`src/rtl/b10b_align_sync.sv`:
```
// rtl/b10b_align_sync.sv - K28.5 comma aligner and sync state machine for the 10b receive path
module b10b_align_sync #(
  parameter int LOCK_COMMAS = 3,
  parameter int LOSS_ERRS   = 4,
  parameter int GOOD_RUN    = 4
) (
  input  logic       clk,
  input  logic       rst,
  input  logic [9:0] raw_data,
  input  logic       raw_valid,
  input  logic       realign,
  output logic [9:0] aligned_word,
  output logic       aligned_valid,
  output logic       is_comma,
  output logic       code_err,
  output logic       sync,
  output logic [3:0] align_offset
);

  typedef enum logic [1:0] {
    HUNT    = 2'd0,
    CONFIRM = 2'd1,
    LOCKED  = 2'd2
  } state_t;

  localparam logic [9:0] COMMA_NEG = 10'b0011111010;
  localparam logic [9:0] COMMA_POS = 10'b1100000101;
  localparam logic [4:0] LOCK_N    = 5'(LOCK_COMMAS);
  localparam logic [4:0] LOSS_N    = 5'(LOSS_ERRS);
  localparam logic [4:0] GOOD_N    = 5'(GOOD_RUN);

  state_t     state_q, state_d;
  logic [9:0] prev_q, prev_d;
  logic [3:0] offset_q, offset_d;
  logic [3:0] ccnt_q, ccnt_d;
  logic [3:0] ecnt_q, ecnt_d;
  logic [3:0] gcnt_q, gcnt_d;
  logic [9:0] aligned_word_q, aligned_word_d;
  logic       aligned_valid_q, aligned_valid_d;
  logic       is_comma_q, is_comma_d;
  logic       code_err_q, code_err_d;

  logic [19:0] window;
  logic [9:0]  cand [0:9];
  logic [9:0]  comma_vec;
  logic [9:0]  valid_vec;
  logic        any_comma;
  logic [3:0]  first_k;
  logic [4:0]  ccnt_inc, ecnt_inc, gcnt_inc;
  logic        comma_at_off, valid_at_off, locked_err;

  // The window spans the previous and current beat; offset 0 is the previous beat itself.
  assign window = {prev_q, raw_data};

  // Extract all ten candidates and classify each as comma and/or plausible codeword.
  always_comb begin
    for (int k = 0; k < 10; k++) begin
      cand[k]      = window[19-k -: 10];
      comma_vec[k] = (cand[k] == COMMA_NEG) || (cand[k] == COMMA_POS);
      valid_vec[k] = ($countones(cand[k]) >= 4) && ($countones(cand[k]) <= 6);
    end
  end

  // Priority-encode the lowest offset holding a comma so ties always resolve the same way.
  always_comb begin
    first_k   = 4'd0;
    any_comma = |comma_vec;
    for (int k = 9; k >= 0; k--) begin
      if (comma_vec[k]) begin
        first_k = 4'(k);
      end
    end
  end

  assign ccnt_inc     = {1'b0, ccnt_q} + 5'd1;
  assign ecnt_inc     = {1'b0, ecnt_q} + 5'd1;
  assign gcnt_inc     = {1'b0, gcnt_q} + 5'd1;
  assign comma_at_off = comma_vec[offset_q];
  assign valid_at_off = valid_vec[offset_q];
  assign locked_err   = !valid_at_off || (!comma_at_off && any_comma);

  // Next-state and registered-output logic for HUNT / CONFIRM / LOCKED.
  always_comb begin
    state_d         = state_q;
    prev_d          = prev_q;
    offset_d        = offset_q;
    ccnt_d          = ccnt_q;
    ecnt_d          = ecnt_q;
    gcnt_d          = gcnt_q;
    aligned_word_d  = aligned_word_q;
    is_comma_d      = is_comma_q;
    aligned_valid_d = 1'b0;
    code_err_d      = 1'b0;

    if (raw_valid) begin
      prev_d         = raw_data;
      aligned_word_d = cand[offset_q];
      is_comma_d     = comma_at_off;
      case (state_q)
        HUNT: begin
          if (any_comma) begin
            offset_d       = first_k;
            aligned_word_d = cand[first_k];
            is_comma_d     = 1'b1;
            ccnt_d         = 4'd1;
            if (LOCK_N == 5'd1) begin
              state_d         = LOCKED;
              ecnt_d          = 4'd0;
              gcnt_d          = 4'd0;
              aligned_valid_d = 1'b1;
            end else begin
              state_d = CONFIRM;
            end
          end
        end
        CONFIRM: begin
          if (comma_at_off) begin
            ccnt_d = ccnt_inc[3:0];
            if (ccnt_inc == LOCK_N) begin
              state_d         = LOCKED;
              ecnt_d          = 4'd0;
              gcnt_d          = 4'd0;
              aligned_valid_d = 1'b1;
            end
          end else if (any_comma) begin
            // Boundary moved before lock: restart the count at the new offset.
            offset_d = first_k;
            ccnt_d   = 4'd1;
          end else if (!valid_at_off) begin
            code_err_d = 1'b1;
            state_d    = HUNT;
            ccnt_d     = 4'd0;
          end
        end
        LOCKED: begin
          // The beat that loses sync is still presented downstream.
          aligned_valid_d = 1'b1;
          if (locked_err) begin
            code_err_d = 1'b1;
            ecnt_d     = ecnt_inc[3:0];
            gcnt_d     = 4'd0;
            if (ecnt_inc == LOSS_N) begin
              state_d = HUNT;
              ccnt_d  = 4'd0;
              ecnt_d  = 4'd0;
            end
          end else if (gcnt_inc == GOOD_N) begin
            gcnt_d = 4'd0;
            if (ecnt_q != 4'd0) begin
              ecnt_d = ecnt_q - 4'd1;
            end
          end else begin
            gcnt_d = gcnt_inc[3:0];
          end
        end
        default: begin
          state_d = HUNT;
        end
      endcase
    end

    // Realign wins over whatever the beat decided, but the window history is kept.
    if (realign) begin
      state_d         = HUNT;
      ccnt_d          = 4'd0;
      ecnt_d          = 4'd0;
      gcnt_d          = 4'd0;
      aligned_valid_d = 1'b0;
      code_err_d      = 1'b0;
    end
  end

  // State and output registers with synchronous reset.
  always_ff @(posedge clk) begin
    if (rst) begin
      state_q         <= HUNT;
      prev_q          <= 10'd0;
      offset_q        <= 4'd0;
      ccnt_q          <= 4'd0;
      ecnt_q          <= 4'd0;
      gcnt_q          <= 4'd0;
      aligned_word_q  <= 10'd0;
      aligned_valid_q <= 1'b0;
      is_comma_q      <= 1'b0;
      code_err_q      <= 1'b0;
    end else begin
      state_q         <= state_d;
      prev_q          <= prev_d;
      offset_q        <= offset_d;
      ccnt_q          <= ccnt_d;
      ecnt_q          <= ecnt_d;
      gcnt_q          <= gcnt_d;
      aligned_word_q  <= aligned_word_d;
      aligned_valid_q <= aligned_valid_d;
      is_comma_q      <= is_comma_d;
      code_err_q      <= code_err_d;
    end
  end

  assign aligned_word  = aligned_word_q;
  assign aligned_valid = aligned_valid_q;
  assign is_comma      = is_comma_q;
  assign code_err      = code_err_q;
  assign sync          = (state_q == LOCKED);
  assign align_offset  = offset_q;

endmodule

```
`config.mk`:
```
export PLATFORM = sky130hd
export DESIGN_NAME = b10b_align_sync
export DESIGN_NICKNAME = d
export VERILOG_FILES = /design/src/rtl/b10b_align_sync.sv
export SDC_FILE = /design/constraint.sdc
export NUM_CORES = 1
export LEC_CHECK = 0
export CORE_MARGIN = 8
export CORE_UTILIZATION = 68
export CTS_CLUSTER_SIZE = 25
export DETAILED_ROUTE_END_ITERATION = 10
export PLACE_DENSITY = 0.93
export SLEW_MARGIN = 20
export SYNTH_ARGS = -nofsm -noshare
export SYNTH_HDL_FRONTEND = slang
export SYNTH_SLANG_ARGS = --single-unit
export TNS_END_PERCENT = 5
```
`constraint.sdc`:
```
create_clock -name clk -period 8.35 [get_ports clk]
set_input_delay 2.0875 -clock clk [delete_from_list [all_inputs] [get_ports clk]]
set_output_delay 2.0875 -clock clk [all_outputs]
set_load 0.02 [all_outputs]
```
==> summary.txt <==
Register area share after synthesis - 0.127
Max-slew violations - 0
Synth warn - 0
CTS tree - built
Die Wd - 113 um
Vias per Instance - 6.66
Drt first pass iters - 7
Total number of vias - 5970
Placed instance count - 889
Clk_skew - 8.43 ps
GRT Overall Usage - 0.285
Critical path launch point type - input pin
DP HPWL - 14.2 mm
Final Net Count - 933
Worst Hold Class - reg -> reg
Reg area - 821 um2
Syn-to-layout area delta - 7.61%
Vias in the first global route - 6199
R2r startpoint - prev_q[1]
Ratio of cells with drive above 1 in the final layout - 0.0495
Minimum clock period - 7400 ps
Number of diodes - 0
Hold buffers post-CTS - 0
P_sw - 0.000284 W
# H-tree levels - 2
Final worst path period share - 0.886
Worst Path Max Fanout - 12
Worst EP required - 8580 ps
Cell area after synthesis - 0.00645 mm2
Syn Inst Count - 754
Syn nets - 920
Sw Ratio - 0.414
Status - finished, final reports clean
Post-Syn Area per Cell - 8.55 um2
Num ports - 32
FF+latch count, synth - 41
CTS Sinks - 41
CTS Buf Count - 5
Final setup fails - 0
Root buffer cell - clkbuf_8
Slew @ Worst Pin - 1070 ps
First-pass GRT wire length - 30.3 mm
Starting Density - 0.698
PwrDens - 98.8 mW/mm2
Arrival @ worst endpoint - 7630 ps
# DRC - 0
Rel. slew slack - 0.286
Final count of hold timing violations - 0
Most frequent cells in the layout - 114 x ha_1, 82 x inv_1, 60 x mux2i_1, 55 x nand2_1, 55 x nor2_1
Fin area - 0.00694 mm2
Setup repair after global routing missed its margin - false
Reg-to-reg endpoint - ecnt_q[0]
Clock Path Buffers - 2
Setup_tns - 0 ps
Reg2reg setup slack - 2650 ps
WS Path Type - in -> reg
CP endpoint - ecnt_q[0]
VDD IR max - 71.9 uV
Resize count post-CTS - 0
Initial antenna violation count - 0
Clock latency at the later pin of the worst-skew pair - 300 ps
Largest net degree at the start of global routing - 40
CTS clk-pin slew, worst paths - 100 ps
DP Area - 0.00684 mm2
WL final - 18.3 mm
Final ANT Viol Nets - 0
IO buf count - 31
Leak Pwr - 3.21 nW
Ys flop type - dfxtp_1
Yosys cell types - 74
Synth area leader - ha_1
Max Cap Viol - 0
Post-synth EDFFs - 0
Die footprint - 0.0129 mm2
Total core area - 0.00924 mm2
Cell Rows - 35
Top-area cell type share of the netlist area - 0.221
# Post-CTS Setup Buffers - 0
Area of the multi-input gates - 0.00518 mm2
CP startpoint - raw_data[8]
Async set-reset flop share out of synthesis - 0
Int Pwr - 0.000402 W
Logic pwr share - 0.477
Crit path capture type - register
Clock network fraction of total power - 0.208
Synth top area cells - ha_1 22%, dfxtp_1 13%, fa_1 12%, mux2i_1 9.3%, inv_1 4.8%
Commonest non-fill, non-tap cell in the layout - ha_1
Worst-case reg-to-reg path depth - 16
GP Congestion - 0.986
Fill cell count - 658
Die Height - 113 um
First DRT Iteration DRCs - 765
Sequential power share - 0.315
Peak Freq - 0.135 GHz
Congestion Overflow GR - 0
Non-filler cells in the finished layout - 897
Wire per inst - 20.4 um
Tot Pwr - 0.000686 W
==> per-stage QoR <==
stage,hold WS [ps],setup slack [ps],utilization
global route,515,787,0.751
CTS,491,1040,0.751
global placement,465,1020,0.741
floorplan,450,1960,-
detailed placement,476,728,0.741
finish,490,949,0.751
==> worst min path at each step <==
| stage | depth (start not counted) | startpoint | slack (ps) | to |
|---|---|---|---|---|
| 6_report | 2 | is_comma | 490 | is_comma |
| 5_1_grt | 2 | is_comma | 520 | is_comma |
| 4_1_cts | 2 | ccnt_q[3] | 490 | ccnt_q[3] |
| 3_5_place_dp | 2 | ccnt_q[3] | 480 | ccnt_q[3] |
| 3_3_place_gp | 2 | ccnt_q[3] | 460 | ccnt_q[3] |
| 2_1_floorplan | 2 | ccnt_q[3] | 450 | ccnt_q[3] |
==> worst max-delay path: stages <==
cell	delay (ps)
clkdlybuf4s50_1	800
inv_1	210
ha_1	380
ha_1	210
fa_1	520
fa_1	500
ha_1	240
fa_1	410
nand3b_1	130
o22ai_1	90
a221oi_1	510
a311oi_1	90
o31a_1	430
a2111oi_4	380
a21oi_2	120
or3_1	370
a21oi_1	150
==> synthesized netlist by cell type (all sizes together), types with 3 or more instances <==
library cell,instances
a2111oi,5
nor2,55
o2111ai,4
o21ai,22
xor2,6
nand2,55
o22a,4
nor2b,10
o211ai,7
a21o,6
ha,114
and2,8
and3,5
a31oi,4
o22ai,32
fa,38
inv,83
o41ai,3
mux2i,60
o221ai,10
a211oi,3
nand3b,9
buf,10
nor3b,3
nand4b,3
mux4,3
nand3,22
mux2,4
or3,7
nor3,26
dfxtp,41
clkbuf,23
a21oi,21
nand4,12
and4,3
==> power groups by stage <==
| stage | Clock (W) | Combinational (W) | Sequential [W] |
|---|---|---|---|
| after floorplan | 0 | 0.000227 | 0.000217 |
| after global placement | 0 | 0.000298 | 0.000219 |
| after detailed placement | 0 | 0.000321 | 0.000219 |
| after CTS | 0.000142 | 0.000324 | 0.000215 |
| after global routing | 0.000149 | 0.000373 | 0.000216 |
| final | 0.000143 | 0.000327 | 0.000216 |
==> flip-flops by register name, indices dropped and copies added, names as in the netlist, 2 cells and up <==
register / cells
align_offset: 4
prev_q: 10
aligned_word: 10
gcnt_q: 4
state_q: 2
ecnt_q: 4
ccnt_q: 4
==> metal layers <==
metal,track usage,up-vias,routed length (um)
met5,0,-,0
met4,0.136,0,736
met3,0.0555,74,1720
met2,0.481,356,8780
met1,0.342,2835,7100
li1,-,2705,-
==> cells by family (layout without fill, tap and decap cells) <==
| group | Yosys count | count (layout) | share of synthesized area |
|---|---|---|---|
| buffers and inverters | 117 | 131 | 0.0699 |
| and+or+nand+nor | 226 | 226 | 0.173 |
| adders and majority gates | 152 | 152 | 0.339 |
| muxes | 67 | 67 | 0.111 |
| xor gates and xnor gates | 8 | 8 | 0.0109 |
| DFF | 41 | 41 | 0.127 |
| AOI/OAI and AO/OA | 143 | 143 | 0.169 |
==> cell type report <==
| cell class | count | share of cell area |
|---|---|---|
| clock buffers | 5 | 0.00992 |
| multi-input cells | 596 | 0.746 |
| flip-flops and latches | 41 | 0.118 |
| repair buffers | 39 | 0.0534 |
| clock inverters | 3 | 0.00361 |
| well taps | 129 | 0.0233 |
| inverters | 84 | 0.0454 |
(Power assumes the default switching activity.)
